## src/rtl/chain_reader.sv

```systemverilog
// chain_reader: dequeue side of the packet buffer. Picks the highest-priority
// non-empty queue of the requested port and fetches the packet head. It then
// walks the block chain, issuing one SRAM word read per cycle, and releases
// each block once its successor link is known.
//
// state | meaning
// IDLE  | waiting for rea; priority scan of the requested port
// HEAD  | head lookup outstanding (head_req held until head_valid)
// READ  | one SRAM word read per cycle from {blk, offset}
// LINK  | successor lookup outstanding (next_req held until next_valid)
// DONE  | pop_done pulse with the completed queue id
//
// free_en/free_blk are registered. The release of a block therefore lands one
// cycle after the event that frees it: in DONE after the last read, in the
// first READ cycle of the successor block after a link, and in DONE for a
// zero-size packet. A release never overlaps a read of the same block.
module chain_reader #(
  parameter  int PORTS     = 16,
  parameter  int PRIOS     = 8,
  parameter  int BLK_W     = 11,
  parameter  int BLK_WORDS = 8,
  localparam int PORT_W    = $clog2(PORTS),
  localparam int PRIO_W    = $clog2(PRIOS),
  localparam int QID_W     = PORT_W + PRIO_W,
  localparam int OFF_W     = $clog2(BLK_WORDS)
) (
  input  logic                     clk,
  input  logic                     rst,
  input  logic                     rea,
  input  logic [PORT_W-1:0]        out_port,
  input  logic [PORTS*PRIOS-1:0]   queue_nonempty,
  output logic                     busy,
  output logic                     rea_err,
  output logic                     head_req,
  output logic [QID_W-1:0]         head_qid,
  input  logic                     head_valid,
  input  logic [BLK_W-1:0]         head_blk,
  input  logic [7:0]               head_size,
  output logic                     next_req,
  output logic [BLK_W-1:0]         next_cur,
  input  logic                     next_valid,
  input  logic [BLK_W-1:0]         next_blk,
  output logic                     sram_rd_en,
  output logic [BLK_W+OFF_W-1:0]   sram_rd_addr,
  output logic                     out_sop,
  output logic                     out_eop,
  output logic                     free_en,
  output logic [BLK_W-1:0]         free_blk,
  output logic                     pop_done,
  output logic [QID_W-1:0]         pop_qid
);

  localparam logic [OFF_W-1:0] OFF_LAST = OFF_W'(BLK_WORDS - 1);

  typedef enum logic [2:0] {
    IDLE = 3'd0,
    HEAD = 3'd1,
    READ = 3'd2,
    LINK = 3'd3,
    DONE = 3'd4
  } state_t;

  state_t             state_q, state_d;
  logic [QID_W-1:0]   qid_q;
  logic [BLK_W-1:0]   blk_q;
  logic [OFF_W-1:0]   off_q;
  logic [8:0]         words_left_q;
  logic               first_q;
  logic               rea_err_q;
  logic               free_en_q;
  logic [BLK_W-1:0]   free_blk_q;

  logic [PRIOS-1:0]   port_bits;
  logic               sel_hit;
  logic [PRIO_W-1:0]  sel_prio;
  logic               last_word;

  assign last_word = (words_left_q == 9'd1);
  assign busy      = (state_q != IDLE);
  assign rea_err   = rea_err_q;
  assign free_en   = free_en_q;
  assign free_blk  = free_blk_q;

  // Highest set priority bit of the requested port; later (higher) bits win.
  always_comb begin
    port_bits = queue_nonempty[int'(out_port) * PRIOS +: PRIOS];
    sel_hit   = 1'b0;
    sel_prio  = '0;
    for (int i = 0; i < PRIOS; i++) begin
      if (port_bits[i]) begin
        sel_hit  = 1'b1;
        sel_prio = PRIO_W'(i);
      end
    end
  end

  // State register.
  always_ff @(posedge clk or posedge rst) begin
    if (rst) begin
      state_q <= IDLE;
    end else begin
      state_q <= state_d;
    end
  end

  // Next-state decode and state-derived outputs.
  always_comb begin
    state_d      = state_q;
    head_req     = 1'b0;
    head_qid     = '0;
    next_req     = 1'b0;
    next_cur     = '0;
    sram_rd_en   = 1'b0;
    sram_rd_addr = '0;
    out_sop      = 1'b0;
    out_eop      = 1'b0;
    pop_done     = 1'b0;
    pop_qid      = '0;
    case (state_q)
      IDLE: begin
        if (rea && sel_hit) begin
          state_d = HEAD;
        end
      end
      HEAD: begin
        head_req = 1'b1;
        head_qid = qid_q;
        if (head_valid) begin
          state_d = (head_size == 8'd0) ? DONE : READ;
        end
      end
      READ: begin
        sram_rd_en   = 1'b1;
        sram_rd_addr = {blk_q, off_q};
        out_sop      = first_q;
        out_eop      = last_word;
        if (last_word) begin
          state_d = DONE;
        end else if (off_q == OFF_LAST) begin
          state_d = LINK;
        end
      end
      LINK: begin
        next_req = 1'b1;
        next_cur = blk_q;
        if (next_valid) begin
          state_d = READ;
        end
      end
      DONE: begin
        pop_done = 1'b1;
        pop_qid  = qid_q;
        state_d  = IDLE;
      end
      default: begin
        state_d = IDLE;
      end
    endcase
  end

  // Datapath: queue id, block/offset walk, word countdown and release pulses.
  always_ff @(posedge clk or posedge rst) begin
    if (rst) begin
      qid_q        <= '0;
      blk_q        <= '0;
      off_q        <= '0;
      words_left_q <= '0;
      first_q      <= 1'b0;
      rea_err_q    <= 1'b0;
      free_en_q    <= 1'b0;
      free_blk_q   <= '0;
    end else begin
      rea_err_q  <= 1'b0;
      free_en_q  <= 1'b0;
      free_blk_q <= '0;
      case (state_q)
        IDLE: begin
          if (rea) begin
            if (sel_hit) begin
              qid_q <= {out_port, sel_prio};
            end else begin
              rea_err_q <= 1'b1;
            end
          end
        end
        HEAD: begin
          if (head_valid) begin
            blk_q        <= head_blk;
            off_q        <= '0;
            words_left_q <= {1'b0, head_size};
            first_q      <= 1'b1;
            if (head_size == 8'd0) begin
              free_en_q  <= 1'b1;
              free_blk_q <= head_blk;
            end
          end
        end
        READ: begin
          off_q        <= off_q + OFF_W'(1);
          words_left_q <= words_left_q - 9'd1;
          first_q      <= 1'b0;
          if (last_word) begin
            free_en_q  <= 1'b1;
            free_blk_q <= blk_q;
          end
        end
        LINK: begin
          if (next_valid) begin
            free_en_q  <= 1'b1;
            free_blk_q <= blk_q;
            blk_q      <= next_blk;
            off_q      <= '0;
          end
        end
        default: begin
        end
      endcase
    end
  end

endmodule
```

## config.mk

```make
export PLATFORM = sky130hd
export DESIGN_NAME = chain_reader
export DESIGN_NICKNAME = d
export VERILOG_FILES = /design/src/rtl/chain_reader.sv
export SDC_FILE = /design/constraint.sdc
export NUM_CORES = 1
export LEC_CHECK = 0
export ABC_AREA = 1
export BUFFER_PORTS_ARGS = -buffer_cell sky130_fd_sc_hd__buf_2
export CELL_PAD_IN_SITES_DETAIL_PLACEMENT = 1
export CELL_PAD_IN_SITES_GLOBAL_PLACEMENT = 1
export CORE_MARGIN = 4
export CORE_UTILIZATION = 31
export DETAILED_ROUTE_END_ITERATION = 8
export HOLD_SLACK_MARGIN = 0.12
export PLACE_DENSITY = 0.95
export SLEW_MARGIN = 10
export SYNTH_ARGS = -nofsm -noshare
export SYNTH_HDL_FRONTEND = slang
export SYNTH_SLANG_ARGS = --single-unit
```

## constraint.sdc

```tcl
create_clock -name clk -period 2.76 [get_ports clk]
set_input_delay 0.552 -clock clk [delete_from_list [all_inputs] [get_ports clk]]
set_output_delay 0.552 -clock clk [all_outputs]
set_load 0.02 [all_outputs]
```

==> metrics.log, run 1 <==
[metrics] Die Y-Extent: 123 um
[metrics] transition time of the tightest slew-check pin: 0.508 ns
[metrics] xor/xnor cell area share of the yosys netlist: 0.431%
[metrics] Setup-failing EPs final: 0
[metrics] share of synthesized area occupied by flip-flops and latches: 28.9%
[metrics] Post-synth EDFFs: 0
[metrics] layout overhead on the synthesized area: 35.3%
[metrics] top flip-flop cell by instance count after synthesis: sky130_fd_sc_hd__dfrtp_1
[metrics] endpoint of the lowest-slack register-to-register path: blk_q[0]
[metrics] buffering stage count on the worst path with inverters included: 4
[metrics] count of clock tree sinks: 47
[metrics] static leakage: 0.00350 uW
[metrics] commonest cells after routing, fill and taps aside: 233 x sky130_fd_sc_hd__nand2_1, 225 x sky130_fd_sc_hd__buf_2, 150 x sky130_fd_sc_hd__inv_1
[metrics] class of the tightest hold or removal check: input pin to asynchronous set/reset pin
[metrics] clock slew at reported path FFs: 0.06 ns
[metrics] source-to-sink clock delay at the later pin of the worst-skew pair: 0.29 ns
[metrics] Port Buf Inserts: 225
[metrics] final slew viol count: 0
[metrics] number of core rows: 41
[metrics] number of antenna violations at the first check in global routing: 3
[metrics] total power density per cell area: 684 nW/um2
[metrics] result of the run: finished, final reports clean
[metrics] critical path required time: 2.21 ns
[metrics] CP max stage cell: sky130_fd_sc_hd__dfrtp_1
[metrics] pre-CTS setup slack: 0.216 ns
[metrics] count of buffers added by post-CTS timing repair for setup: 0
[metrics] drt wl/cell: 14.4 um
[metrics] Post-Syn Area per Cell: 5.72 um2
[metrics] vias after detailed routing: 5,164
[metrics] synthesized netlist cell count: 711
[metrics] last weighted congestion value of the routability-driven placer: 0.823
[metrics] CP Class: register to primary output
[metrics] worst reg2reg path startpoint: state_q[1]
[metrics] simple logic cell fraction of the synthesized area: 39.9%
[metrics] worst path setup slack after routing: 0.427 ns
[metrics] delay-heaviest family, CP: buffers and inverters
[metrics] endpoint kind of the worst setup timing path: primary output
[metrics] Yosys reg bits: 47
[metrics] standard cell core area: 12,700 um2
[metrics] drt initial violations: 227
[metrics] total global routing track utilization: 20.7%
[metrics] Remaining Overflow, GRT: 0
[metrics] post-CTS resize count: 0
[metrics] Detailed Routing Iterations Pass 1: 4
[metrics] full die area: 15,000 um2
[metrics] Max rail drop VDD: 0.000377 V
[metrics] total nets after synthesis: 882
[metrics] Setup Total Neg Slack: 0 ns
[metrics] clk_skew: 0.00933 ns
[metrics] residual antenna-violating net count after detailed routing: 0
[metrics] Syn. warnings: 0
[metrics] Syn Std Cell Area: 4070 um2
[metrics] Arr. time, crit path: 1.78 ns
[metrics] critical path peak fanout: 36
[metrics] deepest level of the CTS H-tree: 2
[metrics] post-detail-place hpwl: 12,800 um
[metrics] clock buffer count from CTS: 5
[metrics] final worst-path cycle share: 84.5%
[metrics] main combinational cell family by area after synthesis: simple AND/OR/NAND/NOR gates
[metrics] cell count of the worst reg-to-reg path: 8
[metrics] DRC violation count after routing: 0
[metrics] maximum single-stage delay on the critical path: 0.40 ns
[metrics] Bufs on Longest Clock Path: 2
[metrics] maximum number of pins on one net before global-route repair: 67
[metrics] min Tclk post-route: 2.33 ns
[metrics] worst max-slew margin expressed relative to the limit: 65.8%
[metrics] number of top-level pins: 226
[metrics] share of cell area taken by muxes after synthesis: 0%
[metrics] RSZ-0062 raised after global routing: no
[metrics] cell-by-cell listing of the critical path: inv_1 > nand2_1 > nor2_1 > clkinv_1 > buf_4 > nor2_1 > buf_2
[metrics] Post-CTS Hold Buffers: 0
[metrics] number of max-cap violations: 0
[metrics] final count of hold timing violations: 0
[metrics] R2R Setup Slk: 0.56 ns
[metrics] vias in the first global route: 5,422
[metrics] TritonCTS clock tree: done
[metrics] most common cell after layout, fill and taps aside: sky130_fd_sc_hd__nand2_1
[metrics] number of nets in the layout: 1,092
[metrics] cell occurring most often along the worst timing path: sky130_fd_sc_hd__nor2_1
[metrics] Die W: 123 um
[metrics] effective utilization at floorplan: 32.0%
[metrics] first-pass GRT wire length: 25,300 um
[metrics] layout cells sized above 1: 27.5%
[metrics] post-synth cell types: 29
[metrics] fraction of registers with async set or reset after synthesis: 100%
[metrics] buffer type at the clock tree root: sky130_fd_sc_hd__clkbuf_16
[metrics] Synth Area in Compound Gates: 10.8%
[metrics] maximum clock frequency: 429 MHz
[metrics] minimum hold slack: 0.269 ns
[metrics] total length of routed wires: 15,800 um
[metrics] post-synthesis adder-cell area fraction: 1.23%
[metrics] crit path launch type: register
[metrics] vias per inst: 4.71
-- final cells by class --
cell class	instances	area [um2]
sequential	47	1180
timing repair buffer	238	1250
clock buffer	6	139
multi-input combinational	474	2130
clock inverter	1	5.00
fill	1882	7220
tap	172	215
antenna	3	7.51
inverter	155	582
-- stage by stage --
stage	utilization [%]	cell area (um2)	power (uW)	cells
after floorplan	-	4070	2450	711
after global placement	42.1	5350	3060	1086
after detailed placement	42.1	5350	3180	1086
after CTS	43.2	5490	3800	1093
after global routing	43.2	5500	4090	1096
final	43.2	5500	3760	1096
-- per-layer routing --
metal	part of all wire [%]	track usage [%]
met4	3.3	7.49
met3	4.3	2.72
met1	43	25.5
met2	50	36.7
met5	0	0
-- worst max path at each step --
stage                start          end  slack [ns]  depth (start not counted)
2_1_floorplan   state_q[2]  next_cur[0]        0.48                          6
3_3_place_gp   out_port[1]     qid_q[5]        0.30                         15
3_5_place_dp   out_port[1]     qid_q[6]        0.22                         15
4_1_cts         state_q[2]  next_cur[6]        0.40                          7
5_1_grt        out_port[2]     qid_q[6]        0.15                         13
6_report        state_q[2]  next_cur[6]        0.43                          7
-- cell usage after synthesis, types with 2 or more instances --
library cell	instances	share of area, %
sky130_fd_sc_hd__buf_4	4	0.74
sky130_fd_sc_hd__o22ai_1	12	1.8
sky130_fd_sc_hd__o21ai_1	8	0.98
sky130_fd_sc_hd__o211ai_1	14	2.6
sky130_fd_sc_hd__inv_1	151	14
sky130_fd_sc_hd__nor4_1	2	0.31
sky130_fd_sc_hd__o221ai_1	6	1.3
sky130_fd_sc_hd__ha_1	4	1.2
sky130_fd_sc_hd__nor2_2	2	0.31
sky130_fd_sc_hd__nand4_1	2	0.31
sky130_fd_sc_hd__inv_2	2	0.18
sky130_fd_sc_hd__buf_2	14	1.7
sky130_fd_sc_hd__o21ai_0	25	3.1
sky130_fd_sc_hd__nor2_1	66	6.1
sky130_fd_sc_hd__nand2_1	233	22
sky130_fd_sc_hd__clkinv_1	2	0.18
sky130_fd_sc_hd__nor3_1	2	0.25
sky130_fd_sc_hd__buf_6	2	0.55
sky130_fd_sc_hd__dfrtp_1	47	29
sky130_fd_sc_hd__a21oi_1	5	0.62
sky130_fd_sc_hd__clkbuf_1	14	1.3
sky130_fd_sc_hd__nand3_1	87	11
-- kinds of logic (layout without fill, tap and decap cells) --
kind of cell,count (synthesis),after routing
AND/OR/NAND/NOR,396,396
buffers and inverters,190,400
AO/OA/AOI/OAI,72,72
flip-flops,47,47
adder cells (fa/ha/maj),4,4
XOR/XNOR,2,2
other,0,3
-- flip-flops by register name, indices dropped and copies added (netlist names) --
signal        cells
blk_q            11
first_q           1
state_q           3
off_q             3
rea_err           1
free_en           1
free_blk         11
words_left_q      9
qid_q             7
-- worst reg2reg max path: cells and delay by family (launching register included) --
kind / cells / cell delay, ns
DFF: 1 / 0.42
and+or+nand+nor: 2 / 0.51
AOI/OAI and AO/OA: 3 / 0.38
buffers and inverters: 3 / 0.82
-- report_power, final --
part           switching, uW  internal [uW]
Combinational           1390            683
Clock                    253            354
Sequential               127            951
No activity file was read; power rests on OpenSTA's default activity.
==> run 2, diff against run 1 <==
--- a/config.mk
+++ b/config.mk
@@ -5,15 +5,15 @@
 export SDC_FILE = /design/constraint.sdc
 export NUM_CORES = 1
 export LEC_CHECK = 0
-export ABC_AREA = 1
+export ABC_AREA = 0
 export BUFFER_PORTS_ARGS = -buffer_cell sky130_fd_sc_hd__buf_2
 export CELL_PAD_IN_SITES_DETAIL_PLACEMENT = 1
 export CELL_PAD_IN_SITES_GLOBAL_PLACEMENT = 1
 export CORE_MARGIN = 4
-export CORE_UTILIZATION = 31
+export CORE_UTILIZATION = 28
 export DETAILED_ROUTE_END_ITERATION = 8
 export HOLD_SLACK_MARGIN = 0.12
-export PLACE_DENSITY = 0.95
+export PLACE_DENSITY = 0.85
 export SLEW_MARGIN = 10
 export SYNTH_ARGS = -nofsm -noshare
 export SYNTH_HDL_FRONTEND = slang
==> constraint.sdc (replaced) <==
create_clock -name clk -period 1.9 [get_ports clk]
set_input_delay 0.38 -clock clk [delete_from_list [all_inputs] [get_ports clk]]
set_output_delay 0.38 -clock clk [all_outputs]
set_load 0.02 [all_outputs]
==> run 2 against run 1 <==
The run now ends with setup timing left; synthesized area down 11%; final cell count down 26%; sequential share of layout area down 3.0 points; clock power up 40%; hold slack better by 0.062 ns; die area down 1.5%; critical path depth up 1; total power up 62%; flip-flop and latch count unchanged; clock skew down 0.0062 ns; highest routed layer unchanged.
==> metrics.log, run 2 <==
[metrics] endpoint of the lowest-slack register-to-register path: words_left_q[7]
[metrics] total nets after synthesis: 499
[metrics] source-to-sink clock delay at the later pin of the worst-skew pair: 0.29 ns
[metrics] CP Class: input pin to register
[metrics] first-pass GRT wire length: 25,500 um
[metrics] critical path peak fanout: 5
[metrics] post-synthesis adder-cell area fraction: 1.38%
[metrics] result of the run: finished, violations left
[metrics] fraction of synthesized cell area taken by the top area cell type: 32.5%
[metrics] Arr. time, crit path: 2.66 ns
[metrics] Syn. warnings: 0
[metrics] min Tclk post-route: 2.49 ns
[metrics] Final Non-Filler Cells: 808
[metrics] transition time of the tightest slew-check pin: 0.500 ns
[metrics] final slew viol count: 0
[metrics] most common cell after layout, fill and taps aside: sky130_fd_sc_hd__buf_2
[metrics] Post-Syn Area per Cell: 11.0 um2
[metrics] effective utilization at floorplan: 28.6%
[metrics] standard cell core area: 12,600 um2
[metrics] final count of hold timing violations: 0
[metrics] total power density per cell area: 951 nW/um2
[metrics] crit path launch type: input pin
[metrics] number of max-cap violations: 0
[metrics] Worst Hold Path Cells: 2
[metrics] number of top-level pins: 226
[metrics] Synth Area in Compound Gates: 13.5%
[metrics] share of cell area taken by muxes after synthesis: 30.0%
[metrics] DRC violation count after routing: 0
[metrics] Setup-failing EPs final: 41
[metrics] count of placed standard cells including taps: 759
[metrics] full die area: 14,800 um2
[metrics] maximum number of pins on one net before global-route repair: 30
[metrics] main combinational cell family by area after synthesis: multiplexers
[metrics] clock slew at reported path FFs: 0.06 ns
[metrics] count of clock tree sinks: 47
[metrics] Port Buf Inserts: 225
[metrics] total length of routed wires: 17,100 um
[metrics] residual antenna-violating net count after detailed routing: 0
[metrics] total global routing track utilization: 22.3%
[metrics] violated checks: setup timing
[metrics] vias in the first global route: 4,711
[metrics] layout cells sized above 1: 67.9%
[metrics] worst reg2reg path startpoint: state_q[2]
[metrics] static leakage: 0.00323 uW
[metrics] final worst-path cycle share: 131%
[metrics] cell count of the worst reg-to-reg path: 6
[metrics] RSZ-0062 raised after global routing: yes
[metrics] cells taking the most area after synthesis: sky130_fd_sc_hd__dfrtp_1 33%, sky130_fd_sc_hd__mux4_1 14%, sky130_fd_sc_hd__mux2i_1 6.9%
[metrics] endpoint kind of the worst setup timing path: register
[metrics] Detailed Routing Iterations Pass 1: 4
[metrics] drt wl/cell: 21.2 um
[metrics] vias per inst: 5.06
[metrics] Syn Std Cell Area: 3610 um2
[metrics] critical path required time: 2.07 ns
[metrics] commonest cells after routing, fill and taps aside: 185 x sky130_fd_sc_hd__buf_2, 63 x sky130_fd_sc_hd__buf_4, 53 x sky130_fd_sc_hd__buf_6
[metrics] top flip-flop cell by instance count after synthesis: sky130_fd_sc_hd__dfrtp_1
[metrics] buffer type at the clock tree root: sky130_fd_sc_hd__clkbuf_16
[metrics] Die Y-Extent: 122 um
[metrics] number of antenna violations at the first check in global routing: 4
[metrics] drt initial violations: 133
[metrics] simple logic cell fraction of the synthesized area: 17.5%
[metrics] Yosys reg bits: 47
[metrics] number of core rows: 41
[metrics] worst path setup slack after routing: -0.589 ns
[metrics] synth cell count leaders: 47 x sky130_fd_sc_hd__dfrtp_1, 37 x sky130_fd_sc_hd__and2_1, 25 x sky130_fd_sc_hd__mux2i_1, 25 x sky130_fd_sc_hd__nand2_1
[metrics] Hold EP: free_blk[10]
[metrics] Setup Total Neg Slack: -7.37 ns
[metrics] R2R Setup Slk: -0.07 ns
[metrics] Bufs on Longest Clock Path: 2
[metrics] clock buffer count from CTS: 5
[metrics] deepest level of the CTS H-tree: 2
[metrics] fraction of registers with async set or reset after synthesis: 100%
[metrics] class of the tightest hold or removal check: input pin to register
[metrics] hold wc startpoint: head_blk[10]
[metrics] maximum clock frequency: 402 MHz
[metrics] cell type contributing the most total cell area after synthesis: sky130_fd_sc_hd__dfrtp_1
[metrics] share of synthesized area occupied by flip-flops and latches: 32.5%
[metrics] last weighted congestion value of the routability-driven placer: 0.931
[metrics] dominant cell by count in the synthesized netlist: sky130_fd_sc_hd__dfrtp_1
[metrics] post-synth cell types: 53
[metrics] layout overhead on the synthesized area: 77.0%
[metrics] final core utilization: 50.7%
[metrics] final-layout fill cell count: 1,437
[metrics] Die W: 122 um
[metrics] Remaining Overflow, GRT: 0
[metrics] Max rail drop VDD: 0.000400 V
[metrics] clk_skew: 0.00315 ns
[metrics] post-detail-place hpwl: 12,700 um
[metrics] synthesized netlist cell count: 328
[metrics] Post-synth EDFFs: 0
[metrics] worst max-slew margin expressed relative to the limit: 66.3%
[metrics] TritonCTS clock tree: done
[metrics] vias after detailed routing: 4,086
[metrics] xor/xnor cell area share of the yosys netlist: 0%
[metrics] number of nets in the layout: 802
-- run 2: worst max-delay path by stage --
stage | from | endpoint | slack (ns) | cells past startpoint
floorplan | out_port[0] | qid_q[6] | -0.84 | 8
global placement | out_port[0] | qid_q[5] | -0.95 | 8
detailed placement | out_port[0] | qid_q[3] | -1.06 | 9
CTS | out_port[0] | qid_q[3] | -0.63 | 9
global route | out_port[0] | qid_q[6] | -0.68 | 11
finish | out_port[0] | qid_q[3] | -0.59 | 8
-- run 2: worst max-delay path, stage by stage --
cell	delay, ns
sky130_fd_sc_hd__buf_12	0.10
sky130_fd_sc_hd__buf_16	0.12
sky130_fd_sc_hd__mux4_2	0.49
sky130_fd_sc_hd__mux4_2	0.50
sky130_fd_sc_hd__or2_4	0.28
sky130_fd_sc_hd__o31ai_4	0.31
sky130_fd_sc_hd__buf_6	0.17
sky130_fd_sc_hd__mux2_4	0.30
-- run 2: report_power, final --
part           internal [uW]  switching, uW
Clock                    480            372
Combinational           1930           1660
Sequential              1330            315
-- run 2: metal layers --
layer	share of wire [%]	track usage [%]	wire length (um)
met1	34	22.3	5780
met2	57	45.1	9820
met3	6.3	5.25	1070
met4	2.6	6.09	449
met5	0	0	0
-- run 2: kinds of logic after synthesis --
group | Yosys count
buffers and inverters | 34
adders and majority gates | 4
muxes | 61
and+or+nand+nor | 117
DFF | 47
AOI/OAI and AO/OA | 65
-- run 2: cell type report --
cell class | instances | area [um2] | share of cell area [%]
well taps | 172 | 215 | 3.36
clock buffers | 5 | 125 | 1.96
repair buffers | 315 | 2260 | 35.3
repair inverters | 3 | 36.3 | 0.567
inverters | 12 | 68.8 | 1.08
flip-flops and latches | 47 | 1180 | 18.4
diodes | 4 | 10.0 | 0.156
multi-input cells | 247 | 2490 | 38.9
clock inverters | 3 | 15.0 | 0.235
-- run 2: what timing repair did --
action | in CTS | in global routing
setup buffers | 22 | 10
hold endpoints to repair | 18 | 0
cloned | 7 | 1
setup endpoints to repair | 81 | 81
hold buffers | 1 | 0
pin swaps | 18 | 18
resized for setup | 163 | 37
-- run 2: stage by stage --
stage               area, um2  setup WS, ns  hold WS [ns]  power [uW]
finish                   6400        -0.589         0.331        6080
global route             6400        -0.678         0.336        6440
CTS                      6160        -0.631         0.321        5860
detailed placement       5330         -1.06         0.410        4150
global placement         5330        -0.953         0.408        3970
floorplan                3630        -0.840         0.458        3090
